===== src/rtl/dff_pipe_pkg.sv =====
`default_nettype none
// +--------------------------------------------------------------------------+
// | Module      : dff_pipe_pkg                                               |
// | Description : Shared defaults and width helper for the dff_pipe          |
// |               register pipeline.                                         |
// | Revision    : 1.0 - initial parametrised release                         |
// +--------------------------------------------------------------------------+
package dff_pipe_pkg;

  localparam int DFF_PIPE_DEF_WIDTH = 8;
  localparam int DFF_PIPE_DEF_DEPTH = 4;

  // Bits needed to hold an occupancy value in the range 0..depth.
  function automatic int cnt_w(input int depth);
    return $clog2(depth + 1);
  endfunction

endpackage
`default_nettype wire


===== src/rtl/dff_stage.sv =====
`default_nettype none
// +--------------------------------------------------------------------------+
// | Module      : dff_stage                                                  |
// | Description : One pipeline stage: WIDTH-bit data register plus valid     |
// |               bit. Valid follows the source when enabled; data only      |
// |               loads when the source word is valid, so bubbles never      |
// |               overwrite the last good value.                             |
// | Revision    : 1.0 - initial parametrised release                         |
// +--------------------------------------------------------------------------+
module dff_stage
  import dff_pipe_pkg::*;
#(
  parameter int               WIDTH     = DFF_PIPE_DEF_WIDTH,
  parameter logic [WIDTH-1:0] RESET_VAL = '0
) (
  input  logic             clk,
  input  logic             rst,
  input  logic             i_en,
  input  logic             i_clr,
  input  logic             i_src_valid,
  input  logic [WIDTH-1:0] i_src_data,
  output logic             o_valid,
  output logic [WIDTH-1:0] o_data
);

  logic             r_valid;
  logic [WIDTH-1:0] r_data;

  // Stage register: reset, clear (valid only), or advance when enabled.
  always_ff @(posedge clk) begin
    if (rst) begin
      r_valid <= 1'b0;
      r_data  <= RESET_VAL;
    end else if (i_clr) begin
      r_valid <= 1'b0;
    end else if (i_en) begin
      r_valid <= i_src_valid;
      if (i_src_valid) begin
        r_data <= i_src_data;
      end
    end
  end

  assign o_valid = r_valid;
  assign o_data  = r_data;

endmodule
`default_nettype wire


===== src/rtl/dff_pipe.sv =====
`default_nettype none
// +--------------------------------------------------------------------------+
// | Module      : dff_pipe                                                   |
// | Description : WIDTH-bit, DEPTH-stage elastic register pipeline with      |
// |               per-stage valid, collapsing bubbles and valid/ready        |
// |               backpressure. Optional macro DFF_PIPE_FLUSH_EN adds a      |
// |               flush input that drops all in-flight words.                |
// | Revision    : 1.0 - initial parametrised release                         |
// +--------------------------------------------------------------------------+
module dff_pipe
  import dff_pipe_pkg::*;
#(
  parameter int               WIDTH     = DFF_PIPE_DEF_WIDTH,
  parameter int               DEPTH     = DFF_PIPE_DEF_DEPTH,
  parameter logic [WIDTH-1:0] RESET_VAL = '0
) (
  input  logic                      clk,
  input  logic                      reset,
  input  logic [WIDTH-1:0]          in_data,
  input  logic                      in_valid,
  output logic                      in_ready,
  output logic [WIDTH-1:0]          out_data,
  output logic                      out_valid,
  input  logic                      out_ready,
  output logic [cnt_w(DEPTH)-1:0]   count
`ifdef DFF_PIPE_FLUSH_EN
  ,
  input  logic                      flush
`endif
);

  localparam int                c_cnt_w = cnt_w(DEPTH);
  localparam logic [c_cnt_w-1:0] c_one  = c_cnt_w'(1);

  logic [DEPTH:0]   w_rdy;
  logic [DEPTH-1:0] w_valid;
  logic [WIDTH-1:0] w_data [DEPTH];
  logic             w_clr;
  logic             w_in_xfer;
  logic             w_out_xfer;
  logic [c_cnt_w-1:0] r_count;

`ifdef DFF_PIPE_FLUSH_EN
  assign w_clr = flush;
`else
  assign w_clr = 1'b0;
`endif

  // The last stage drains whenever downstream is ready.
  assign w_rdy[DEPTH] = out_ready;

  genvar gi;
  generate
    for (gi = 0; gi < DEPTH; gi++) begin : g_stage
      logic             w_src_valid;
      logic [WIDTH-1:0] w_src_data;

      // A stage may load if it is empty or the stage ahead will take its word.
      assign w_rdy[gi] = ~w_valid[gi] | w_rdy[gi+1];

      if (gi == 0) begin : g_first
        assign w_src_valid = in_valid;
        assign w_src_data  = in_data;
      end else begin : g_rest
        assign w_src_valid = w_valid[gi-1];
        assign w_src_data  = w_data[gi-1];
      end

      dff_stage #(
        .WIDTH     (WIDTH),
        .RESET_VAL (RESET_VAL)
      ) u_stage (
        .clk         (clk),
        .rst         (reset),
        .i_en        (w_rdy[gi]),
        .i_clr       (w_clr),
        .i_src_valid (w_src_valid),
        .i_src_data  (w_src_data),
        .o_valid     (w_valid[gi]),
        .o_data      (w_data[gi])
      );
    end
  endgenerate

  // No word is accepted while a flush is clearing the pipeline.
  assign in_ready   = w_rdy[0] & ~w_clr;
  assign out_valid  = w_valid[DEPTH-1];
  assign out_data   = w_data[DEPTH-1];
  assign w_in_xfer  = in_valid & in_ready;
  assign w_out_xfer = out_valid & out_ready;

  // Occupancy counter tracks input/output transfers.
  always_ff @(posedge clk) begin
    if (reset || w_clr) begin
      r_count <= '0;
    end else if (w_in_xfer && !w_out_xfer) begin
      r_count <= r_count + c_one;
    end else if (w_out_xfer && !w_in_xfer) begin
      r_count <= r_count - c_one;
    end
  end

  assign count = r_count;

endmodule
`default_nettype wire


===== config.mk =====
export PLATFORM = sky130hd
export DESIGN_NAME = dff_pipe
export DESIGN_NICKNAME = d
export VERILOG_FILES = /design/src/rtl/dff_pipe_pkg.sv /design/src/rtl/dff_stage.sv /design/src/rtl/dff_pipe.sv
export SDC_FILE = /design/constraint.sdc
export NUM_CORES = 1
export LEC_CHECK = 0
export ABC_AREA = 0
export CAP_MARGIN = 20
export CORE_MARGIN = 2
export CORE_UTILIZATION = 35
export DETAILED_ROUTE_END_ITERATION = 10
export GPL_TIMING_DRIVEN = 0
export SYNTH_ARGS = -nofsm -noshare
export SYNTH_HDL_FRONTEND = slang
export SYNTH_SLANG_ARGS = --single-unit

===== constraint.sdc =====
create_clock -name clk -period 2.6 [get_ports clk]
set_clock_uncertainty 0.05 [all_clocks]
set_input_delay 0.65 -clock clk [delete_from_list [all_inputs] [get_ports clk]]
set_output_delay 0.65 -clock clk [all_outputs]
set_load 0.02 [all_outputs]

Yosys cells after proc, flatten, opt, wreduce, memory -nomap -nowiden
Index checks and enable logic that the tools add are counted.

Word-level logic and storage cells: 32. Input bits: 12. Memory bits (writable): 0. Flip-flop bits (word level): 39. Output and inout bits: 13. Memory bits (read-only): 0. Memories kept: 0. Latch bits: 0.

Div/mod/pow operators: 0. Shift-type cells: 0. $add $sub $neg: 2. Equal/unequal tests: 0. Reductions and logical operators: 9. Multipliers: 0. Multiplexer cells: 2. Bitwise operators: 10. Order comparisons: 0.

Operators with widths (number): $reduce_and A2 Y1 (4); $mux W3 (2); $not A1 Y1 (4); $or A1 B1 Y1 (4); $add A3 B1 Y3 const B (1); $sub A3 B1 Y3 const B (1); $and A1 B1 Y1 (2); $logic_and A1 B1 Y1 (2); $logic_not A1 Y1 (2); $reduce_bool A2 Y1 (1).

Longest topological paths before layout
Gate-level depths: netlist of the first run.

Word-level depth: 10. Depth in mapped cells: 10. Depth with buffers taken out: 9.

Modules after synthesis
Synthesis of the first run repeated with hierarchy kept, for this count alone.

Cell total of the unflattened synthesis: 174. Area total of the unflattened synthesis: 1785.5 um2.

Modules (own cells, without submodules): dff_stage (area each 399.1 um2, cells an instance 38, seq. area each 180.2 um2, times used 4); dff_pipe (area each 188.9 um2, cells an instance 22, seq. area each 60.1 um2, times used 1).

Least setup slack after synthesis of the first run
No wires, ideal clock.

Kind: input to register. Start: input out_ready. End: register r_count[2], in the netlist count[2]. Buffers on the path: 1. Library setup time: 70 ps. Stages on the path: 10. Arrival time: 2463 ps. Slack: 17 ps. Required time: 2480 ps. Path through: and4b_4 -> buf_12 -> nand2_1 -> and2_1 -> ha_1 -> inv_1 -> fa_1 -> xor2_1 -> or3_1 -> a21oi_1.

Longest elaborated chain between the ends: 8. Elaborated cells between the ends (all ways): 12. Those cells by class: mux (1); bitwise (6); reduce/logical (5).

Ends and longest elaborated chain: from (decl) (line dff_pipe.sv:24) `input logic out_ready,`; $or A1 B1 Y1 (*) (4 in a row) (line dff_pipe.sv:59) `assign w_rdy[gi] = ~w_valid[gi] | w_rdy[gi+1];`; named net in_ready (line dff_pipe.sv:21) `output logic in_ready,`; $and A1 B1 Y1 (*) (line dff_pipe.sv:89) `assign w_in_xfer = in_valid & in_ready;`; named net w_in_xfer (line dff_pipe.sv:39) `logic w_in_xfer;`; $logic_not A1 Y1 (line dff_pipe.sv:98) `end else if (w_out_xfer && !w_in_xfer) begin`; $logic_and A1 B1 Y1 (line dff_pipe.sv:98); $reduce_bool A2 Y1 (no line); to (signal assigned) (line dff_pipe.sv:97) `r_count <= r_count + c_one;`; to (signal assigned) (line dff_pipe.sv:99) `r_count <= r_count - c_one;`; to (decl) (line dff_pipe.sv:41) `logic [c_cnt_w-1:0] r_count;`.

Mark *: on every way through the listed nets, which the timed path passes. The rest lies on a longest branch. A chain may end at the register's enable or synchronous reset.

Worst setup path after layout of the first run
Start: input out_ready. End: register r_count[2], in the netlist count[2].

Longest elaborated chain between the ends: 8. Elaborated cells between the ends (all ways): 12. Those cells by class: mux (1); bitwise (6); reduce/logical (5).

Ends and longest elaborated chain (line): $or A1 B1 Y1 (*) (4 in a row) (dff_pipe.sv:59); $and A1 B1 Y1 (*) (dff_pipe.sv:89); named net w_in_xfer (dff_pipe.sv:39); $logic_not A1 Y1 (dff_pipe.sv:98); $logic_and A1 B1 Y1 (dff_pipe.sv:98); $reduce_bool A2 Y1 (no line).

Marked as above.

==> results.ini, run 1 <==
[global_route]
grt.total_usage = 0.1465
first_global_vias = 1316
grt_pass1_wl_um = 6251
grt_max_degree = 11
antenna_found_initial = 0
overflow = 0

[floorplan]
num_rows = 25
die_x_um = 74.21
design.portCount = 25
start_util = 0.3653
die_h_um = 74.21
core_mm2 = 0.004723
die-area_mm2 = 0.005507

[worst_setup_path]
ff2ff_setup_slack_ns = 0.33
worstSetupPathType = input pin to flip-flop
cp.arrival_ns = 2.56
required_ns = 2.77
worstPathMaxFanout = 10
crit_path_start_kind = input pin
worst_setup_path_end_kind = flip-flop

[synth]
yosysSeqAreaShare = 0.4525
syn_area_mm2 = 0.001725
yosys_warnings = 0
synth_seq_cells = 39
syn_area_per_cell_um2 = 9.129
synthDistinctLibCells = 29
syn_nets = 203
syn_inst = 189

[clocking]
numClockSinks = 39
path_clk_slew_ns = 0.07
tritoncts = done
cts-root-buf = clkbuf_8
cts_hold_buffers = 0
cts_buffer_depth = 2
cts_made_buffers = 5
clock_latency_ns = 0.28
post_cts_buffers = 0
h-tree-depth = 2

[hold_path]
hp-class = flip-flop to flip-flop

[sta]
final_hold_viol_count = 0
holdWs_ns = 0.4093
max_freq_mhz = 418.8
timing.final.ws_setup_ns = 0.2125
final.period_utilization = 0.9183
tightestPinTransition_ns = 0.4426
slew_headroom = 0.7049
rsz0062_at_grt = false
period_needed_ns = 2.388
finalSetupViolCount = 0
slew_viol_final = 0

[layout]
drive_above_1_share = 0.1009
nNetsFinal = 233
area_growth_pct = 22.19
layout_common_cells = 39 x dfxtp_1, 34 x nand2_1, 21 x clkdlybuf4s50_1, 17 x mux2i_1, 12 x a21oi_1
nFillCells = 496
antenna_cells = 0
final_common_cell = dfxtp_1

[power]
internal_power_w = 0.0008686
power.density_mw_per_mm2 = 546.6
p_clk_frac = 0.322
switching_share = 0.2462
combPwrFrac = 0.121
pwr-share-seq = 0.556
switching_power_w = 0.0002837
vdd_drop_max_uv = 253.6
p_leak_nw = 0.7273

[route]
drt-initial-drc-count = 72
wl_per_cell_um = 12.31
drc = 0
antenna_left = 0
viasPerCell = 4.807
drt-pass1-iter-count = 4
wirelength_um = 3508
vias = 1370

[status]
status = finished clean

[job]
cap_violations = 0

[placement]
portBuffers = 23
dp_slack_ns = -0.5337
gp_congestion = 0.7497
dp_hpwl_um = 2532

final timing paths:
kind	start	to	depth (start not counted)
worst max-delay path	out_ready	count[2]	11
worst min-delay path	g_stage[2].u_stage.o_data[2]	g_stage[2].u_stage.o_data[2]	2
worst max register to register	g_stage[3].u_stage.o_valid	count[2]	10
worst min register to register	g_stage[2].u_stage.o_data[2]	g_stage[2].u_stage.o_data[2]	2
critical path: stages:
cell and delay, ns:
clkbuf_2 0.11, and4b_4 0.23, buf_12 0.14, nand2_1 0.07, and2_1 0.13, ha_2 0.18
inv_1 0.05, fa_1 0.37, xor2_1 0.16, or3_1 0.30, a21oi_1 0.14
power groups by stage:
stage                     clock [W]  combinational, W  sequential [W]
after global placement            0          0.000140        0.000654
final                      0.000371          0.000140        0.000641
after global routing       0.000411          0.000156        0.000645
after CTS                  0.000388          0.000142        0.000641
after detailed placement          0          0.000142        0.000655
after floorplan                   0         0.0000832        0.000659
layer usage:
| metal | vias to the layer above | share of wire | track usage |
|---|---|---|---|
| met2 | 31 | 0.43 | 0.2153 |
| li1 | 737 | - | - |
| met1 | 595 | 0.52 | 0.2087 |
| met3 | 7 | 0.035 | 0.03252 |
| met4 | 0 | 0.021 | 0.05952 |
| met5 | - | 0 | 0 |
layout make-up:
type                    count  area [um^2]  area share
multi-input cells         131        820.8      0.3893
flip-flops and latches     39        780.7      0.3703
repair buffers             23        224.0      0.1062
plain buffers              15        111.4     0.05282
well taps                  67        83.83     0.03976
clock buffers               6        72.57     0.03442
inverters                   4        15.01    0.007122
cell families (layout without fill, tap and decap cells):
kind of cell,count (synthesis),in the layout,synth area share
buffers and inverters,19,48,0.07323
xor gates and xnor gates,2,2,0.01015
muxes,17,17,0.09862
and+or+nand+nor,72,72,0.2118
DFF,39,39,0.4525
adders and majority gates,2,2,0.01885
AOI/OAI and AO/OA,38,38,0.1349
registers in the layout, indices dropped and copies added (netlist names):
name                     flops
g_stage.u_stage.o_data      32
g_stage.u_stage.o_valid      4
count                        3
Yosys cell counts:
cell type  count  share of area
inv_2          1         0.0022
nor2_1         6          0.013
o21ai_0        9          0.026
nor3b_1        8          0.035
and2_1         1         0.0036
nand4_1        8          0.029
o311ai_1       8          0.041
inv_1          3         0.0065
buf_2          5          0.015
dfxtp_1       39           0.45
xor2_1         2          0.010
nor2b_1        3          0.011
a21boi_1       1         0.0044
ha_1           1         0.0073
clkbuf_4       2         0.0087
nor2_4         1         0.0065
or2b_2         1         0.0051
mux2i_1       17          0.099
buf_6          1         0.0065
a21oi_1       12          0.035
fa_1           1          0.012
and4b_4        1         0.0080
or3_1          1         0.0036
nand3_1        8          0.023
clkbuf_1       4         0.0087
clkbuf_2       1         0.0029
nand2_1       34          0.074
a31oi_1        8          0.029
buf_12         2          0.023
metrics by stage:
stage / util / cell area (um^2) / power [W] / TNS (ns) / cells
after floorplan: - / 1725 / 0.0007421 / 0 / 189
after global placement: 0.4318 / 2039 / 0.0007942 / -1.228 / 279
after detailed placement: 0.4318 / 2039 / 0.0007970 / -1.268 / 279
after CTS: 0.4466 / 2110 / 0.001171 / 0 / 285
after global routing: 0.4464 / 2108 / 0.001212 / 0 / 285
final: 0.4464 / 2108 / 0.001152 / 0 / 285
repair_timing:
action	4_1_cts	5_1_grt
resized for setup	2	3
hold endpoints to repair	0	0
endpoints found under the setup margin	3	1
Power figures use the tool's default switching activity.
==> run 2, diff against run 1 <==
Settings changed: ABC_AREA 0 to unset.
==> results of run 2 <==
The final DEF is identical to that of run 1; final timing and power are the same.
